$ cat src/rtl/mod_counter.sv
// rtl/mod_counter.sv - modulo up/down counter with prescaler, saturate/wrap and rollover pulse
//
// Purpose: counts 0..MODULUS-1 in either direction, advancing one step every
//          PRESCALE enabled clock edges. At a boundary it either wraps
//          (SATURATE=0) or holds (SATURATE=1); either way a one-cycle
//          rollover pulse follows the boundary step.
//
// Ports:
//   clock      in   rising-edge clock for all state
//   reset_n    in   asynchronous active-low reset
//   clear      in   synchronous clear of count and prescaler
//   load       in   synchronous load of load_value (clamped to MODULUS-1)
//   load_value in   N-bit value applied on load
//   enable     in   qualifies prescaler advance and count steps
//   up         in   direction: 1 = increment, 0 = decrement
//   cnt        out  registered count value
//   tc         out  combinational terminal count for the current direction
//   rollover   out  registered one-cycle pulse after a boundary step

module mod_counter #(
  parameter int N        = 8,
  parameter int MODULUS  = 2**N,
  parameter bit SATURATE = 1'b0,
  parameter int PRESCALE = 1
) (
  input  logic         clock,
  input  logic         reset_n,
  input  logic         clear,
  input  logic         load,
  input  logic [N-1:0] load_value,
  input  logic         enable,
  input  logic         up,
  output logic [N-1:0] cnt,
  output logic         tc,
  output logic         rollover
);

  // 64-bit comparison so that N=32 does not overflow the bound.
  if ((MODULUS < 2) || (64'(MODULUS) > (64'd1 << N)) || (PRESCALE < 1)) begin : g_bad_params
    $fatal(1, "mod_counter: illegal parameters N=%0d MODULUS=%0d PRESCALE=%0d",
           N, MODULUS, PRESCALE);
  end

  localparam int PW = (PRESCALE > 1) ? $clog2(PRESCALE) : 1;
  localparam logic [N-1:0]  CNT_MAX  = N'(MODULUS - 1);
  localparam logic [PW-1:0] PSC_LAST = PW'(PRESCALE - 1);

  logic [PW-1:0] psc;
  logic [PW-1:0] psc_next;
  logic [N-1:0]  cnt_next;
  logic          roll_next;
  logic          step;

  always_comb begin
    tc = up ? (cnt == CNT_MAX) : (cnt == '0);
  end

  // With PRESCALE=1 the prescaler is pinned at 0, so every enabled edge steps.
  assign step = enable && (psc == PSC_LAST);

  always_comb begin
    cnt_next  = cnt;
    psc_next  = psc;
    roll_next = 1'b0;
    if (clear) begin
      cnt_next = '0;
      psc_next = '0;
    end else if (load) begin
      cnt_next = (load_value > CNT_MAX) ? CNT_MAX : load_value;
      psc_next = '0;
    end else if (enable) begin
      if (step) begin
        psc_next = '0;
        if (tc) begin
          // Boundary step: pulse in both modes, only wrap mode moves cnt.
          roll_next = 1'b1;
          if (!SATURATE) begin
            cnt_next = up ? '0 : CNT_MAX;
          end
        end else begin
          cnt_next = up ? (cnt + N'(1)) : (cnt - N'(1));
        end
      end else begin
        psc_next = psc + PW'(1);
      end
    end
  end

  always_ff @(posedge clock or negedge reset_n) begin
    if (!reset_n) begin
      cnt      <= '0;
      psc      <= '0;
      rollover <= 1'b0;
    end else begin
      cnt      <= cnt_next;
      psc      <= psc_next;
      rollover <= roll_next;
    end
  end

endmodule

$ cat config.mk
export PLATFORM = sky130hd
export DESIGN_NAME = mod_counter
export DESIGN_NICKNAME = d
export VERILOG_FILES = /design/src/rtl/mod_counter.sv
export SDC_FILE = /design/constraint.sdc
export NUM_CORES = 1
export LEC_CHECK = 0
export ABC_CLOCK_PERIOD_IN_PS = 4450
export CORE_MARGIN = 1.5
export CORE_UTILIZATION = 40
export DETAILED_ROUTE_END_ITERATION = 6
export PLACE_DENSITY = 0.67
export SETUP_SLACK_MARGIN = 0.05
export SYNTH_ARGS = -nofsm -noshare
export SYNTH_HDL_FRONTEND = slang
export SYNTH_SLANG_ARGS = --single-unit
$ cat constraint.sdc
create_clock -name clock -period 4.45 [get_ports clock]
set_input_delay 0.89 -clock clock [delete_from_list [all_inputs] [get_ports clock]]
set_output_delay 0.89 -clock clock [all_outputs]
set_load 0.03 [all_outputs]
==> results, run 1 <==
- Derived from the worst setup path, the maximum achievable clock frequency is approximately 0.27 GHz.
- From left edge to right edge, the die measures 51.4 um.
- The category of cells accounting for the largest share of critical-path delay is buffers and inverters.
- The half-perimeter wire length after placement is around 1.8 mm.
- The critical-path cell with the highest stage delay is sky130_fd_sc_hd__clkdlybuf4s50_1.
- The final number of max-transition violations is 0.
- The longest individual stage delay on the worst path is 0.67 ns.
- The kind of path behind the tightest hold check is reg2reg.
- The number of remaining DRC errors is 0.
- Traced cell by cell, the critical path runs through clkdlybuf4s50_1, nor4_4, nand3_1, nand2_1, clkdlybuf4s50_1.
- The largest clock skew in the final design is about 0.0016 ns.
- The setup fix buffers added after clock tree synthesis is 0.
- The actual transition at the worst max-transition pin is about 0.75 ns.
- Dividing the final minimum period by the clock period gives 0.821.
- The clock sink count is 10.
- The kind of start point of the critical path is an input port.
- The count of cells along the worst hold path is 1.
- Dividing the detail-routed via count by the number of cells gives about 5.7.
- The Yosys warning count is 0.
- The number of distinct library cells after synthesis is 40.
- The flow ran to the end, and the final reports show no timing, DRC or antenna violations.
- Entering global routing, the biggest net connects 21 pins.
- The critical path start-end classification is in2out.
- The top cell types in the final layout, fill and taps aside, are sky130_fd_sc_hd__clkdlybuf4s50_1 (23), sky130_fd_sc_hd__a21oi_1 (14), sky130_fd_sc_hd__nand2_1 (13), sky130_fd_sc_hd__nor2_1 (11), sky130_fd_sc_hd__dfrtp_1 (10).
- The number of global-route vias before repair was between 800 and 900.
- The detailed-route wire length is between 2 and 2.5 mm.
- The placeable core region is approximately 0.0022 sq mm.
- The number of buffers inserted during clock tree synthesis is 3.
- The final number of hold-violating endpoints is 0.
- For this run, global-route usage on met3 was measured as 0.0468.
- The die covers 0.00264 sq mm.
- Counting every net in the synthesized netlist gives 130.
- Across the run, the number of max-cap violations was 0.
- For met2 alone, demand over resource in global routing was 0.286.
- The arrival time of data at the critical path endpoint is ~2.8 ns.
- For this run, the total global-route usage over all layers was measured as 0.185.
- For this design the ratio of total power to cell area is 282 mW/mm^2.
- Summed over all cells, the static leakage comes to 0.477 nW.
- The average size of a mapped cell is 8.59 sq um.
- The clock tree buffer depth is 2.
- Gates resized during post-CTS repair numbered 0.
- met2 is the most crowded layer.
- The count of mapped cells out of synthesis is 109.
- The post-route standard cell area excluding fillers is between 0.001 and 0.0015 sq mm.
- The first global-routing pass estimated around 3.6 mm of wire.
- The final weighted congestion of routability-driven global placement is ~0.94.
- Counting flops and latches in the post-synthesis netlist gives 10.
- After detailed routing, the average wire length per cell comes to approximately 14 um.
- Counting the fill cells in the layout gives 212.
- The clock-pin slew on the worst setup and hold paths is approximately 0.07 ns.
- Setup repair after global routing left no endpoint under its margin.
- After detailed placement, the total cell area comes to between 0.001 and 0.0015 sq mm.
- Across all setup checks in the final design, the least slack found is approximately 0.80 ns.
- The initial antenna violation count came to 0.
- Summed over all failing endpoints, the final setup total negative slack is 0 ns.
- The normalized max-slew margin is 0.501.
- From bottom edge to top edge, the die measures roughly 51 um.
- The worst-skew pair later-pin latency is between 0.2 and 0.3 ns.
- The antenna diode count is 0.
- The sort of element at the end of the critical path is an output pin.
- The first-pass iteration count of the detailed router is 6.
- The final total power is about 340 uW.
- The setup-violating endpoint count in the final report is 0.
- In this run the tool buffered the top-level ports with 23 buffer cells.
- The sequential-to-total area share from yosys stat is 0.267.
- The worst slack at placement is 0.814 ns.
- Global routing finished with a remaining overflow of 0.
- Leaving out fill and tap cells, the most frequent cell in the layout is sky130_fd_sc_hd__clkdlybuf4s50_1.
- TritonCTS built the clock tree.
- The routed via count is just over 900.
- The net count of the finished layout is about 150.
- For this design, the CTS-stage hold fixing added 0 buffers.
- The synthesized netlist occupies a cell area of 936 sq um.
- The initial utilization of the core area, before any placement, comes to 0.423.
- CTS built an H-tree with a depth of 1.
- The cell at the root of the clock tree is sky130_fd_sc_hd__clkbuf_4.
- IR analysis of the VDD net gives a maximum drop of around 0.18 mV.
- The area growth from synthesis to final layout is 27.7%.
- Along the worst path, the maximum fanout reaches 5.
- The floorplan has 17 rows.
- In the global route stage, met1 resource usage came out at 0.247.
- The library cell appearing most often on the critical path is sky130_fd_sc_hd__clkdlybuf4s50_1.
- Measured in cells, the most critical reg-to-reg path has a length of 7.
- Pin placement for this block handled 24 I/O pins.
- The required time of the critical path is approximately 3.6 ns.
- At the end of the flow the core is filled with cells to 0.540.
- In this run the remaining antenna-violating nets after routing total 0.
- The smallest clock period supported by the final layout is computed as about 3.7 ns.
- The share of layout cells above drive strength 1 is 0.0909.
- Counting both buffers and inverters, the worst setup path holds a total of 2.
- The first-iteration detailed-routing DRC count is 28.
- The number of cells on the critical path is 5.
## routing by layer
metal	vias up	wire length [um]
met5	-	0
met4	0	51
met3	8	136
met2	44	1080
met1	417	1020
li1	446	-
## sequential cells by signal, summed over array words and instances (netlist names)
name,count
rollover,1
psc,1
cnt,8
## cell usage after synthesis, drive strengths merged
library cell,count,share of area
fa,1,0.021
a21oi,15,0.084
inv,4,0.016
a22oi,1,0.0080
a32o,2,0.021
mux2i,1,0.011
nor2b,3,0.020
a21o,1,0.0080
nand3,3,0.016
or2b,1,0.0094
or4b,1,0.011
nand2,13,0.052
nor4,2,0.045
a31oi,1,0.0067
a41o,1,0.011
buf,1,0.012
nor3,3,0.016
and4,2,0.020
nand3b,1,0.0080
ha,6,0.080
a211oi,1,0.0080
o22a,1,0.0094
nand2b,3,0.020
clkbuf,3,0.033
a2111oi,2,0.027
o22ai,2,0.013
o21ai,5,0.031
nor4b,1,0.0094
o31ai,1,0.0080
xor2,1,0.0094
xnor2,3,0.028
dfrtp,10,0.27
o21a,1,0.0080
nor2,12,0.051
## area by class of cell
class	count	area (sq um)	share of cell area
multi-input combinational	91	628	0.526
sequential	10	250	0.209
timing repair buffer	23	230	0.193
clock buffer	4	36.3	0.0304
tap	28	35.0	0.0293
inverter	4	15.0	0.0126
## cell families after synthesis
logic type / after synthesis / share of synthesized area
AO/OA/AOI/OAI: 34 / 0.243
XOR/XNOR: 4 / 0.0374
adder cells (fa/ha/maj): 7 / 0.102
buffers and inverters: 8 / 0.0615
flip-flops: 10 / 0.267
multiplexers: 1 / 0.0107
AND/OR/NAND/NOR: 45 / 0.278
## final timing paths
kind / startpoint / to / slack, ns
worst max register to register: cnt[0] / cnt[2] / 2.25
max in group asynchronous: reset_n / cnt[3] / 3.21
worst min-delay path: psc / psc / 0.57
worst min register to register: psc / psc / 0.57
min in group asynchronous: reset_n / rollover / 0.93
worst max-delay path: up / tc / 0.80
## metrics by stage
| step | hold WS (ns) | instances |
|---|---|---|
| 5_1_grt | 0.597 | 160 |
| 6_report | 0.567 | 160 |
| 3_3_place_gp | 0.548 | 156 |
| 2_1_floorplan | 0.534 | 109 |
| 3_5_place_dp | 0.557 | 156 |
| 4_1_cts | 0.567 | 160 |
## where the power goes
part	leakage [nW]	switching, mW	internal [mW]	total, mW
clock network	0.0210	0.0335	0.0498	0.0832
registers	0.132	0.0144	0.0979	0.112
logic	0.324	0.0766	0.0650	0.142
## worst register-to-register path, cell delays in order (launching register included)
cell and delay, ns:
sky130_fd_sc_hd__dfrtp_1 0.49, sky130_fd_sc_hd__inv_1 0.16, sky130_fd_sc_hd__fa_1 0.45, sky130_fd_sc_hd__xnor2_1 0.18, sky130_fd_sc_hd__a21oi_2 0.14, sky130_fd_sc_hd__nor2_2 0.04, sky130_fd_sc_hd__a2111oi_1 0.48, sky130_fd_sc_hd__a2111oi_2 0.10
No activity file was read; power rests on OpenSTA's default activity.
==> run 2: changes to the inputs <==
--- a/config.mk
+++ b/config.mk
@@ -5,7 +5,7 @@
 export SDC_FILE = /design/constraint.sdc
 export NUM_CORES = 1
 export LEC_CHECK = 0
-export ABC_CLOCK_PERIOD_IN_PS = 4450
+export ABC_CLOCK_PERIOD_IN_PS = 3400
 export CORE_MARGIN = 1.5
 export CORE_UTILIZATION = 40
 export DETAILED_ROUTE_END_ITERATION = 6
==> constraint.sdc (replaced) <==
create_clock -name clock -period 3.4 [get_ports clock]
set_input_delay 0.68 -clock clock [delete_from_list [all_inputs] [get_ports clock]]
set_output_delay 0.68 -clock clock [all_outputs]
set_load 0.03 [all_outputs]
==> run 2 against run 1 <==
Against the previous run: combinational power rose by 30%; register-to-register slack lost 1.1 ns; cell count rose by 0.63%; clock-buffer cell count unchanged; non-clock buffer count increased by 1; via count up 0.11%; critical path depth did not move.
==> results, run 2 (synthesized netlist as in run 1, its figures left out) <==
- The kind of start point of the critical path is an input port.
- The clock-pin slew on the worst setup and hold paths is approximately 0.070 ns.
- The category of cells accounting for the largest share of critical-path delay is buffers and inverters.
- The later pin in the worst-skew pair is clocked with a latency of around 0.27 ns.
- The half-perimeter wire length after placement is between 1.5 and 2 mm.
- The height of the die is 51.4 um.
- The clock tree buffer depth is 2.
- The final layout contains routed wiring with a total length of between 2 and 2.5 mm.
- The full die area is 0.00264 sq mm.
- Summed over all cells, the static leakage comes to just under 0.5 nW.
- STA puts the critical path data required time at about 2.7 ns.
- The first-pass iteration count of the detailed router is 4.
- The final number of max-transition violations is 0.
- The number of flip-flops in the largest register is 8.
- 0 antenna diodes ended up in the layout.
- The clock sink count is 10.
- Leaving out fill and tap cells, the most frequent cells in the layout are sky130_fd_sc_hd__clkdlybuf4s50_1 (23), sky130_fd_sc_hd__a21oi_1 (14), sky130_fd_sc_hd__nand2_1 (13), sky130_fd_sc_hd__nor2_1 (11), sky130_fd_sc_hd__dfrtp_1 (10).
- TritonCTS built the clock tree.
- The signal on the critical path passes through clkdlybuf4s50_1, and4_1, nand3_1, nand2_1, clkdlybuf4s50_1.
- The sort of element at the end of the critical path is an output pin.
- The biggest fanout along the worst timing path is 5.
- In this run the number of H-tree levels came out at 1.
- The share of layout cells above drive strength 1 is 0.0977.
- At the pin with the least slew margin, the transition time is 0.699 ns.
- Counting both buffers and inverters, the worst setup path holds a total of 2.
- The most frequent standard cell in the layout excluding fill and tap cells is sky130_fd_sc_hd__clkdlybuf4s50_1.
- The number of global-route vias before repair is 842.
- Entering global routing, the biggest net connects 21 pins.
- The critical path start-end classification is in2out.
- Measured against its own limit, the worst slew margin works out to 0.533.
- In this run the post-CTS setup repair buffer count came out at 0.
- Setup repair after global routing left no endpoint under its margin.
- The die is slightly above 50 um wide.
- The all-layer global routing usage is 0.200.
- The routed via count is between 900 and 1k.
- The longest individual stage delay on the worst path is approximately 0.67 ns.
- Counting flops per register, the top entry is cnt.
- The first global-routing pass estimated 3.90 mm of wire.
- In this run the power density over the cells is approximately 370 mW/mm^2.
- In this run, post-CTS hold repair placed 0 buffers.
- The setup-violating endpoint count in the final report is 0.
- The flow ran to the end, and the final reports show no timing, DRC or antenna violations.
- The count of nets left with antenna violations once routing finished came out at 0.
- Data arrives at the worst endpoint at around 2.5 ns.
- The final number of hold-violating endpoints is 0.
- Routability-driven placement finished with a final weighted congestion of roughly 0.95.
- Overall power consumption after layout is estimated at about 440 uW.
- The first routing iteration left 30 violations.
- Setup slack on the worst reg-to-reg path comes out at 1.19 ns.
- Among the stages of the critical path, the cell type that occurs most often is sky130_fd_sc_hd__clkdlybuf4s50_1.
- The cell at the root of the clock tree is sky130_fd_sc_hd__clkbuf_4.
- The number of nets in the layout is roughly 160.
- The accumulated negative setup slack is 0 ns.
- The number of buffers inserted during clock tree synthesis is 3.
- For the final database, setup skew stands at roughly 0.0024 ns.
- After floorplanning, the core was sized to cover 0.00221 sq mm.
- Buffers placed on the I/O ports in this run total 23.
- Derived from the worst setup path, the maximum achievable clock frequency is a little over 0.3 GHz.
- IR analysis of the VDD net gives a maximum drop of ~0.26 mV.
- The period utilization is 0.944.
- The initial antenna violation count came to 0.
- The remaining global-route overflow is 0.
- The initial cell density of the core is 0.423.
- Max-cap violations in this run came to 0.
- The kind of path behind the tightest hold check is reg2reg.
- The number of top-level design ports is 24.
- Relative to the synthesized area, the layout overhead comes to 28.5%.
- The total number of placement rows is 17.
- The critical-path cell with the highest stage delay is sky130_fd_sc_hd__clkdlybuf4s50_1.
- The routed wirelength normalized by instance count is around 14 um.
- The largest registers in the layout are cnt (8), psc (1), rollover (1).
- The number of remaining DRC errors is 0.
- After layout, the minimum clock period comes to 3.21 ns.
- The via density per instance is 5.69.
- Counting the fill cells in the layout gives 228.
- The number of gates resized after CTS was 0.
==> run 2: cell types whose count changed in the layout (fill, tap and decap cells not counted) <==
| cell | before | now |
|---|---|---|
| sky130_fd_sc_hd__buf_4 | 0 | 1 |
==> run 2: through the flow <==
step	area [sq um]	setup slack, ns	hold WS (ns)	std cells	utilization
after global routing	1200	0.0861	0.603	161	0.544
after floorplan	936	1.28	0.384	109	-
final	1200	0.191	0.563	161	0.544
after CTS	1200	0.191	0.569	161	0.544
after global placement	1170	0.230	0.548	157	0.527
after detailed placement	1170	0.191	0.559	157	0.527
==> run 2: worst reg2reg max path, stage by stage, from the launching register on <==
cell and delay [ns]:
sky130_fd_sc_hd__dfrtp_1 0.50, sky130_fd_sc_hd__inv_1 0.17, sky130_fd_sc_hd__fa_1 0.45, sky130_fd_sc_hd__xnor2_1 0.18, sky130_fd_sc_hd__a21oi_2 0.14, sky130_fd_sc_hd__nor2_2 0.04, sky130_fd_sc_hd__a2111oi_1 0.47, sky130_fd_sc_hd__a2111oi_2 0.10
==> run 2: worst paths after layout <==
kind / startpoint / end / depth (start not counted)
min reg2reg: psc / psc / 1
max reg2reg: cnt[0] / cnt[2] / 7
min in group asynchronous: reset_n / cnt[0] / 1
min: psc / psc / 1
max: up / tc / 5
max in group asynchronous: reset_n / rollover / 1
==> run 2: area by class of cell <==
cell class,count,area [sq um],share of cell area
clock buffer,4,36.3,0.0302
inverter,4,15.0,0.0125
multi-input combinational,91,628,0.522
sequential,10,250,0.208
tap,28,35.0,0.0291
timing repair buffer,24,238,0.198
==> run 2: routing by layer <==
metal / track usage / wire length (um) / up-vias
met1: 0.277 / 1040 / 440
met2: 0.323 / 1160 / 26
li1: - / - / 450
met5: 0 / 0 / -
met4: 0.0307 / 0 / 0
met3: 0.0439 / 87 / 0
==> run 2: power breakdown <==
group / internal (mW) / switching, mW / total [mW]
registers: 0.128 / 0.0186 / 0.147
clock network: 0.0651 / 0.0445 / 0.110
logic: 0.0861 / 0.0993 / 0.185
total: 0.279 / 0.162 / 0.442
